==> src/rtl/alu_arbiter_pkg.sv <==
// alu_arbiter_pkg: alu op codes, arbiter FSM states and the illegal-op helper
package alu_arbiter_pkg;

    localparam logic [3:0] OP_AND      = 4'd0;
    localparam logic [3:0] OP_OR       = 4'd1;
    localparam logic [3:0] OP_XOR      = 4'd2;
    localparam logic [3:0] OP_NOR      = 4'd3;
    localparam logic [3:0] OP_ADD      = 4'd5;
    localparam logic [3:0] OP_SUB      = 4'd6;
    localparam logic [3:0] OP_SLT      = 4'd7;
    localparam logic [3:0] OP_SRL      = 4'd8;
    localparam logic [3:0] OP_SLL      = 4'd9;
    localparam logic [3:0] OP_SRA      = 4'd10;
    localparam logic [3:0] MAX_OP_CODE = 4'd10;

    typedef enum logic [1:0] {
        IDLE = 2'd0,
        EXEC = 2'd1,
        RESP = 2'd2
    } arb_state_t;

    // Code 4 is a hole in the op map; everything above MAX_OP_CODE is unused.
    function automatic logic op_illegal(input logic [3:0] op);
        return (op == 4'd4) || (op > MAX_OP_CODE);
    endfunction

endpackage

==> src/rtl/alu.sv <==
// alu: combinational 32-bit alu producing Z plus overflow, equal and zero flags
module alu
    import alu_arbiter_pkg::*;
(
    input  logic [31:0] x,
    input  logic [31:0] y,
    input  logic [3:0]  op_code,
    output logic [31:0] z,
    output logic        overflow,
    output logic        equal,
    output logic        zero
);

    logic [31:0] sum;
    logic [31:0] dif;

    assign sum = x + y;
    assign dif = x - y;

    // Operation select; unused op codes yield zero; overflow is signed and only for ADD/SUB.
    always_comb begin
        z        = '0;
        overflow = 1'b0;
        case (op_code)
            OP_AND:  z = x & y;
            OP_OR:   z = x | y;
            OP_XOR:  z = x ^ y;
            OP_NOR:  z = ~(x | y);
            OP_ADD: begin
                z        = sum;
                overflow = (x[31] == y[31]) && (sum[31] != x[31]);
            end
            OP_SUB: begin
                z        = dif;
                overflow = (x[31] != y[31]) && (dif[31] != x[31]);
            end
            OP_SLT:  z = {31'd0, $signed(x) < $signed(y)};
            OP_SRL:  z = x >> y[4:0];
            OP_SLL:  z = x << y[4:0];
            OP_SRA:  z = $signed(x) >>> y[4:0];
            default: z = '0;
        endcase
    end

    assign equal = (x == y);
    assign zero  = (z == '0);

endmodule

==> src/rtl/alu_arbiter_rr_arbiter.sv <==
// rr_arbiter: one-hot round-robin grant, first requester after last_grant wins
module rr_arbiter #(
    parameter int N_REQ = 2,
    parameter int ID_W  = 3
) (
    input  logic [N_REQ-1:0] req,
    input  logic [ID_W-1:0]  last_grant,
    output logic [N_REQ-1:0] gnt,
    output logic [ID_W-1:0]  gnt_id
);

    // Scan from farthest to nearest so the nearest valid requester after last_grant overwrites.
    always_comb begin
        gnt    = '0;
        gnt_id = '0;
        for (int k = N_REQ; k >= 1; k--) begin
            if (req[(int'(last_grant) + k) % N_REQ]) begin
                gnt                                     = '0;
                gnt[(int'(last_grant) + k) % N_REQ]     = 1'b1;
                gnt_id                                  = ID_W'((int'(last_grant) + k) % N_REQ);
            end
        end
    end

endmodule

==> src/rtl/alu_arbiter.sv <==
// alu_arbiter: round-robin share of one alu among N_REQ requesters; ALU_ARB_OPCHECK_EN enables illegal-op bypass
module alu_arbiter
    import alu_arbiter_pkg::*;
#(
    parameter int N_REQ = 2,
    parameter int ID_W  = 3
) (
    input  logic                clk,
    input  logic                rst,
    input  logic [N_REQ-1:0]    req_valid,
    output logic [N_REQ-1:0]    req_ready,
    input  logic [N_REQ*32-1:0] req_x,
    input  logic [N_REQ*32-1:0] req_y,
    input  logic [N_REQ*4-1:0]  req_op,
    output logic                resp_valid,
    input  logic                resp_ready,
    output logic [ID_W-1:0]     resp_id,
    output logic [31:0]         resp_z,
    output logic                resp_overflow,
    output logic                resp_equal,
    output logic                resp_zero,
    output logic                resp_err,
    output logic                busy
);

    arb_state_t       state;
    arb_state_t       state_nxt;
    logic [ID_W-1:0]  last_grant;
    logic [ID_W-1:0]  gnt_id;
    logic [N_REQ-1:0] gnt;
    logic [31:0]      sel_x;
    logic [31:0]      sel_y;
    logic [3:0]       sel_op;
    logic             sel_bad;
    logic [31:0]      x_q;
    logic [31:0]      y_q;
    logic [3:0]       op_q;
    logic [31:0]      alu_z;
    logic             alu_ov;
    logic             alu_eq;
    logic             alu_zero;
    logic             accept;

    rr_arbiter #(.N_REQ(N_REQ), .ID_W(ID_W)) u_rr (
        .req        (req_valid),
        .last_grant (last_grant),
        .gnt        (gnt),
        .gnt_id     (gnt_id)
    );

    alu u_alu (
        .x        (x_q),
        .y        (y_q),
        .op_code  (op_q),
        .z        (alu_z),
        .overflow (alu_ov),
        .equal    (alu_eq),
        .zero     (alu_zero)
    );

    assign sel_x  = req_x[32*gnt_id +: 32];
    assign sel_y  = req_y[32*gnt_id +: 32];
    assign sel_op = req_op[4*gnt_id +: 4];

`ifdef ALU_ARB_OPCHECK_EN
    assign sel_bad = op_illegal(sel_op);
`else
    assign sel_bad = 1'b0;
`endif

    assign req_ready  = (state == IDLE) ? gnt : '0;
    assign resp_valid = (state == RESP);
    assign busy       = (state != IDLE);

    // State register.
    always_ff @(posedge clk) begin
        state <= rst ? IDLE : state_nxt;
    end

    // Next state; an illegal op skips EXEC since its response is fixed at accept time.
    always_comb begin
        state_nxt = state;
        accept    = 1'b0;
        case (state)
            IDLE: begin
                accept    = |req_valid;
                state_nxt = !(|req_valid) ? IDLE : sel_bad ? RESP : EXEC;
            end
            EXEC:    state_nxt = RESP;
            RESP:    state_nxt = resp_ready ? IDLE : RESP;
            default: state_nxt = IDLE;
        endcase
    end

    // Operand capture at grant, result capture in EXEC, round-robin pointer update on response handshake.
    always_ff @(posedge clk) begin
        if (rst) begin
            x_q           <= '0;
            y_q           <= '0;
            op_q          <= '0;
            resp_id       <= '0;
            resp_z        <= '0;
            resp_overflow <= 1'b0;
            resp_equal    <= 1'b0;
            resp_zero     <= 1'b0;
            last_grant    <= ID_W'(N_REQ - 1);
`ifdef ALU_ARB_OPCHECK_EN
            resp_err      <= 1'b0;
`endif
        end else begin
            if (accept) begin
                x_q     <= sel_x;
                y_q     <= sel_y;
                op_q    <= sel_op;
                resp_id <= gnt_id;
            end
`ifdef ALU_ARB_OPCHECK_EN
            if (accept && sel_bad) begin
                resp_z        <= '0;
                resp_overflow <= 1'b0;
                resp_equal    <= 1'b0;
                resp_zero     <= 1'b0;
                resp_err      <= 1'b1;
            end
`endif
            if (state == EXEC) begin
                resp_z        <= alu_z;
                resp_overflow <= alu_ov;
                resp_equal    <= alu_eq;
                resp_zero     <= alu_zero;
`ifdef ALU_ARB_OPCHECK_EN
                resp_err      <= 1'b0;
`endif
            end
            if (state == RESP && resp_ready) last_grant <= resp_id;
        end
    end

`ifndef ALU_ARB_OPCHECK_EN
    assign resp_err = 1'b0;
`endif

endmodule

==> config.mk <==
export PLATFORM = sky130hd
export DESIGN_NAME = alu_arbiter
export DESIGN_NICKNAME = d
export VERILOG_FILES = /design/src/rtl/alu_arbiter_pkg.sv /design/src/rtl/alu.sv /design/src/rtl/alu_arbiter_rr_arbiter.sv /design/src/rtl/alu_arbiter.sv
export SDC_FILE = /design/constraint.sdc
export NUM_CORES = 1
export LEC_CHECK = 0
export CELL_PAD_IN_SITES_DETAIL_PLACEMENT = 1
export CELL_PAD_IN_SITES_GLOBAL_PLACEMENT = 1
export CORE_ASPECT_RATIO = 0.5
export CORE_MARGIN = 2
export CORE_UTILIZATION = 43
export DETAILED_ROUTE_END_ITERATION = 12
export HOLD_SLACK_MARGIN = 0.1
export PLACE_DENSITY_LB_ADDON = 0.1
export SLEW_MARGIN = 30
export SYNTH_ARGS = -nofsm -noshare
export SYNTH_HDL_FRONTEND = slang
export SYNTH_HIERARCHICAL = 1
export SYNTH_SLANG_ARGS = --single-unit
==> constraint.sdc <==
create_clock -name clk -period 5.55 [get_ports clk]
set_input_delay 0.555 -clock clk [delete_from_list [all_inputs] [get_ports clk]]
set_output_delay 0.555 -clock clk [all_outputs]
set_load 0.03 [all_outputs]
==> results, run 1 <==
- For the worst setup path, the data arrival time is approximately 5.4 ns.
- The startpoint type of the worst setup path is a register.
- The post-placement cell area is approximately 18000 um^2.
- The clock reaches the later pin of the worst-skew pair after ~0.4 ns.
- IR analysis of the VDD net gives a maximum drop of approximately 0.12 mV.
- The number of max-slew violations in the final report was 0.
- Setup repair after global routing left no endpoint under its margin.
- The clock net sink count is 109.
- The area growth from synthesis to layout is 17.8%.
- The source of the worst hold timing path is resp_z[28].
- Entering global routing, the biggest net connects 94 pins.
- The die is about 140 um tall.
- After detailed routing, the number of vias per cell comes to just under 7.
- The share of the clock period used by the worst path after layout is between 90% and 100%.
- After routing the design area is between 15000 and 20000 um^2.
- The post-detailed-route wirelength per cell is between 30 and 40 um.
- The library cell used most frequently in the layout, excluding fill and tap cells, is nand2_1.
- Counting along the longest clock path gives a buffer depth of 2.
- For this run, the total global-route usage over all layers was measured as 42.2%.
- The number of cells on the worst reg-to-reg path is 15.
- Buffers inserted to repair hold after CTS numbered 0.
- The number of cells on the worst hold path is 2.
- The maximum clock frequency is 196 MHz.
- The number of buffers inserted by post-CTS setup repair is 0.
- During synthesis, Yosys emitted a total of 6 warnings.
- Leaving out fill and tap cells, the most frequent cells in the layout are 211 x nand2_1, 181 x clkdlybuf4s50_1, 173 x inv_1.
- TritonCTS built the clock tree.
- The flow ran to the end, and the final reports show no timing, DRC or antenna violations.
- The global-route wire length before repair is around 120 mm.
- The ratio of cells with drive above 1 in the final layout is between 10% and 20%.
- Clock-pin slew was measured on the worst setup and hold paths at about 0.090 ns.
- Detailed routing inserted a total of approximately 18000 vias.
- The type of the worst setup path is reg2reg.
- At the pin with the least slew margin, the transition time is 1.11 ns.
- Wires add up to around 80 mm.
- The aggregate global routing overflow is 0.
- The path with the worst hold slack has its endpoint at resp_z[28].
- The width of the die is between 200 and 300 um.
- A synthesized cell averages about 7.6 um^2.
- In this run the critical register-to-register path is captured at resp_zero.
- The synthesized netlist occupies a cell area of approximately 15000 um^2.
- The instance count of the mapped netlist is around 2000.
- For the final database, setup skew stands at 0.0255 ns.
- The quantity of gates resized following cts is 0.
- The register-to-register setup slack is around 0.44 ns.
- The core region is ~35000 um^2.
- The worst path in the final design needs a cycle of slightly above 5 ns, including I/O delays and setup.
- The iteration count of the initial detailed-routing pass is 6.
- Clock tree synthesis selected as its root buffer the cell clkbuf_16.
- The half-perimeter wire length of the detailed placement result is ~63 mm.
- The relative max-transition margin is between 20% and 30%.
- The weighted congestion at the end of routability-driven global placement is between 1 and 1.5.
- The classification of the worst-slack hold path is reg2reg.
- The analysis attributes to cell leakage a power of 6.47 nW.
- The detailed-route DRC error count is 0.
- For this configuration, the core starts out at a cell density of between 40% and 50%.
- The first-iteration detailed-routing DRC count is 2290.
- In this run the worst path has a maximum fanout of 28.
- Port buffering added around 180 buffers.
- The floorplan step defined a die boundary enclosing 37500 um^2.
- The via count of the first global-routing pass was roughly 17000.
- The accumulated negative setup slack is 0 ns.
- In this run the power density over the cells is 154 nW/um^2.
- The count of boundary I/O pins is around 180.
- The CTS buffer count is 9.
- The number of setup violations in the final report is 0.
- The final net count is approximately 2400.
- The startpoint identified for the worst register-to-register timing path is y_q[1].
- The number of H-tree levels is 3.
- The number of endpoints with negative hold slack in the final report is 0.
- The floorplan row count is between 40 and 50.
- The worst setup path is captured at a register.
- Max-cap violations in this run came to 0.
- The number of antenna violations at the first check in global routing came to 6.
- STA puts the critical path data required time at approximately 6 ns.
- The detail route stage leaves a number of antenna-violating nets equal to 0.
[stage by stage]
stage / power (W) / utilization (%) / cells / worst slack (ns) / hold slack (ns)
CTS: 0.00275 / 52.0 / 2623 / 0.568 / 0.459
floorplan: 0.00158 / - / 2031 / 0.554 / 0.451
finish: 0.00279 / 52.0 / 2626 / 0.444 / 0.455
global placement: 0.00202 / 51.2 / 2607 / 0.692 / 0.441
global route: 0.00289 / 52.0 / 2623 / 0.225 / 0.478
detailed placement: 0.00204 / 51.2 / 2607 / 0.613 / 0.446
[sequential cells by signal, indices dropped and copies added (netlist names)]
name and count:
op_q 4, resp_equal 1, last_grant 1, resp_z 32, y_q 32, resp_zero 1
resp_id 3, state 2, resp_overflow 1, x_q 32
[area by class of cell]
| cell class | count | area (um^2) |
|---|---|---|
| antenna | 3 | 7.51 |
| clock inverter | 6 | 60.1 |
| tap | 475 | 594 |
| timing repair buffer | 284 | 2650 |
| multi-input combinational | 1560 | 11800 |
| fill | 4272 | 16700 |
| inverter | 179 | 674 |
| clock buffer | 10 | 229 |
| sequential | 109 | 2200 |
[layer usage]
layer / track usage, % / up-vias / part of all wire (%)
li1: - / 7765 / -
met1: 59.1 / 8929 / 44
met3: 22.2 / 136 / 17
met4: 8.82 / 6 / 2.0
met2: 56.0 / 1232 / 38
met5: 0 / - / 0.081
[worst max-delay path, stage by stage (launching register included)]
cell	delay [ns]
dfxtp_4	0.68
buf_12	0.28
fa_1	0.26
nor2_1	0.09
o311ai_1	0.36
a31oi_1	0.25
a2111oi_0	0.88
o22ai_1	0.19
o21ai_0	0.20
o211ai_1	0.15
or4_1	0.55
nor4_1	0.44
nand4b_1	0.21
nor4_2	0.24
nand2_1	0.08
a21oi_1	0.13
[worst max-delay path by stage]
stage               startpoint        end  slack, ns  depth (start not counted)
floorplan               y_q[3]  resp_zero       0.55                         20
global placement        y_q[1]  resp_zero       0.69                         15
detailed placement      y_q[1]  resp_zero       0.61                         15
CTS                     y_q[1]  resp_zero       0.57                         15
global route            y_q[1]  resp_zero       0.22                         15
finish                  y_q[1]  resp_zero       0.44                         15
[where the power goes]
part           internal [W]  switching, W
Sequential         0.000809     0.0000570
Clock              0.000320      0.000392
Combinational      0.000469      0.000745
No activity file was read; power rests on OpenSTA's default activity.
==> run 2: changes to the inputs <==
--- a/config.mk
+++ b/config.mk
@@ -5,11 +5,11 @@
 export SDC_FILE = /design/constraint.sdc
 export NUM_CORES = 1
 export LEC_CHECK = 0
+export ABC_AREA = 1
 export CELL_PAD_IN_SITES_DETAIL_PLACEMENT = 1
 export CELL_PAD_IN_SITES_GLOBAL_PLACEMENT = 1
-export CORE_ASPECT_RATIO = 0.5
 export CORE_MARGIN = 2
-export CORE_UTILIZATION = 43
+export CORE_UTILIZATION = 39
 export DETAILED_ROUTE_END_ITERATION = 12
 export HOLD_SLACK_MARGIN = 0.1
 export PLACE_DENSITY_LB_ADDON = 0.1
==> results, run 2 <==
- The count of boundary I/O pins is around 180.
- The width of the die is 203 um.
- The via count of the first global-routing pass is between 20000 and 25000.
- In this run, the combinational gates consume a little under half of the power.
- The met3 capacity usage during global routing is 5.43%.
- The highest ir drop seen on vdd is between 0.15 and 0.2 mV.
- The buffer levels on the longest clock path is 2.
- The most frequent standard cell in the layout excluding fill and tap cells is nand2_1.
- The fraction of power spent switching nets is a little under half.
- Dividing the synthesized area by the synthesized cell count gives 5.24 um^2.
- The iteration count of the initial detailed-routing pass is 5.
- The clock latency at the later pin of the worst-skew pair is between 0.4 and 0.5 ns.
- The worst clock skew is around 0.015 ns.
- After floorplanning, the core was divided into between 70 and 80 placement rows.
- The number of max-slew violations in the final report is 0.
- The tree is rooted in a clkbuf_16.
- In this run, flip-flops and latches consume a little over 30% of the power.
- The clock net in this run drives a total of 109 sinks.
- The accumulated negative setup slack is 0 ns.
- The relative max-transition margin is 40.5%.
- Power spread over the standard cell area amounts to 164 nW/um^2.
- The first-iteration detailed-routing DRC count is 2055.
- The post-detailed-route wirelength per cell is 23.0 um.
- After clock tree synthesis, the clock-pin slew on the worst setup and hold paths is 0.08 ns.
- The register-to-register setup slack is 1.77 ns.
- The final cell count without fillers is roughly 3500.
- The detailed-route DRC error count is 0.
- The flow ran to the end, and the final reports show no timing, DRC or antenna violations.
- The area of the mapped netlist is around 15000 um^2.
- The minimum clock period is roughly 3.8 ns.
- For the pin with the worst max-slew slack, the measured transition is 0.892 ns.
- The weighted congestion at the end of routability-driven global placement is 1.04.
- The ratio of cells with drive above 1 in the final layout is 2.62%.
- Data on the critical path arrives at its endpoint at around 4.1 ns.
- The floorplan step set the die height to 203 um.
- In the finished design, the share of the clock period the worst path needs comes to between 60 and 70%.
- The static leakage is between 8 and 9 nW.
- The instance count of the mapped netlist is approximately 3000.
- The half-perimeter wire length of the detailed placement result is 66.5 mm.
- Setup repair after global routing left no endpoint under its margin.
- Gates resized during post-CTS repair numbered 0.
- Of all nets on the critical path, the largest fanout is between 60 and 70.
- The die outline area is 41300 um^2.
- Global routing used 47.5% of the available met1 tracks.
- In this run the cell area measured after placement is between 15000 and 20000 um^2.
- The final instance area is around 18000 um^2.
- Counting cells, the worst reg-to-reg path comes to 18.
- The number of H-tree levels is 3.
- Along the worst hold path, the cell count comes to 2.
- The number of setup violations in the final report is 0.
- Global routing consumed, on the met2 layer, between 60 and 70% of the routing resources.
- Once the clock tree was built, the setup fixing pass inserted 0 buffers.
- Global routing consumed, over all layers together, 39.2% of the routing resources.
- The largest registers in the layout are resp_z: 32 flops, x_q: 32 flops, y_q: 32 flops.
- The worst setup path is launched from a register.
- The maximum number of pins on one net before global-route repair is 77.
- The number of hold buffers added after CTS was 0.
- The internal power of the cells totals roughly 0.0015 W.
- The portion of total power attributed to the clock network is a little under a quarter.
- The antenna violation net count after detailed routing is 0.
- The type of the worst setup path is reg2reg.
- The total number of yosys warnings is 6.
- The routed layout has 20700 vias.
- The total overflow left after global routing is 0.
- After detailed routing, the number of vias per cell comes to roughly 6.
- The worst hold path belongs to the class reg2reg.
- The number of endpoints with negative hold slack in the final report is 0.
- The CTS tree is done.
- At the worst endpoint, the required time is 5.90 ns.
- Across the run, the number of max-cap violations was 0.
- The analysis attributes to net switching a power of roughly 0.0013 W.
- The area growth from synthesis to layout is 13.3%.
- Leaving out fill and tap cells, the most frequent cells in the layout are 1078 x nand2_1, 488 x nand3_1, 299 x inv_1.
- In this run, placement finished with an instance count of between 3000 and 4000.
- Summed over all layers, the routed wires come to about 81 mm.
- The maximum clock frequency is approximately 260 MHz.
- The core region is between 30000 and 40000 um^2.
- The most utilized layer in the global route result is met2.
- The worst setup path is captured at a register.
- The final net count is approximately 3300.
- Buffers placed on the I/O ports in this run total 182.
- The global-route wire length before repair is roughly 120 mm.
- The initial core utilization is 39.8%.
- The number of antenna violations at the first check in global routing was 1.
- The CTS buffer count is 9.
-- run 2: final cells by class --
type                    instances  area (um^2)
multi-input cells            2375        11300
fillers                      5691        21400
repair buffers                198         1940
flip-flops and latches        109         2190
clock buffers                  10          229
inverters                     321         1210
well taps                     518          648
diodes                          1         2.50
clock inverters                 6         55.1
-- run 2: worst paths after layout --
| check | start | end |
|---|---|---|
| max | y_q[1] | resp_zero |
| min | resp_z[11] | resp_z[11] |
| max reg2reg | y_q[1] | resp_zero |
| min reg2reg | resp_z[11] | resp_z[11] |
-- run 2: per-layer routing --
metal,vias to the layer above,part of all wire (%)
li1,9584,-
met1,9953,40
met2,910,46
met3,233,6.9
met4,0,6.4
met5,-,0
-- run 2: critical path, stage by stage (launching register included) --
cell and delay, ns:
dfxtp_2 0.34, buf_4 0.54, fa_1 0.35, inv_1 0.12, nand2_1 0.09, nand2_1 0.17, nand2_1 0.11, nand2_1 0.18
o21ai_0 0.35, a21oi_1 0.11, nor2_1 0.41, nand2_1 0.21, nor2_1 0.12, nand2_1 0.10, nor2_1 0.11, nand2_1 0.10
nor2_1 0.12, nor2_1 0.05, nor2_1 0.11
-- run 2: per-stage QoR --
| stage | util [%] | setup slack, ns | hold WS, ns | total power (W) |
|---|---|---|---|---|
| 6_report | 45.1 | 1.77 | 0.510 | 0.00287 |
| 5_1_grt | 45.1 | 1.60 | 0.544 | 0.00304 |
| 4_1_cts | 45.1 | 1.93 | 0.506 | 0.00286 |
| 3_5_place_dp | 44.3 | 1.96 | 0.494 | 0.00218 |
| 3_3_place_gp | 44.3 | 1.91 | 0.482 | 0.00215 |
| 2_1_floorplan | - | 2.71 | 0.458 | 0.00170 |
-- run 2: power groups by stage --
stage	Sequential [W]	Combinational, W	Clock (W)
finish	0.000882	0.00132	0.000673
floorplan	0.000928	0.000772	0
global placement	0.000895	0.00126	0
detailed placement	0.000898	0.00128	0
global route	0.000887	0.00144	0.000719
CTS	0.000880	0.00129	0.000691
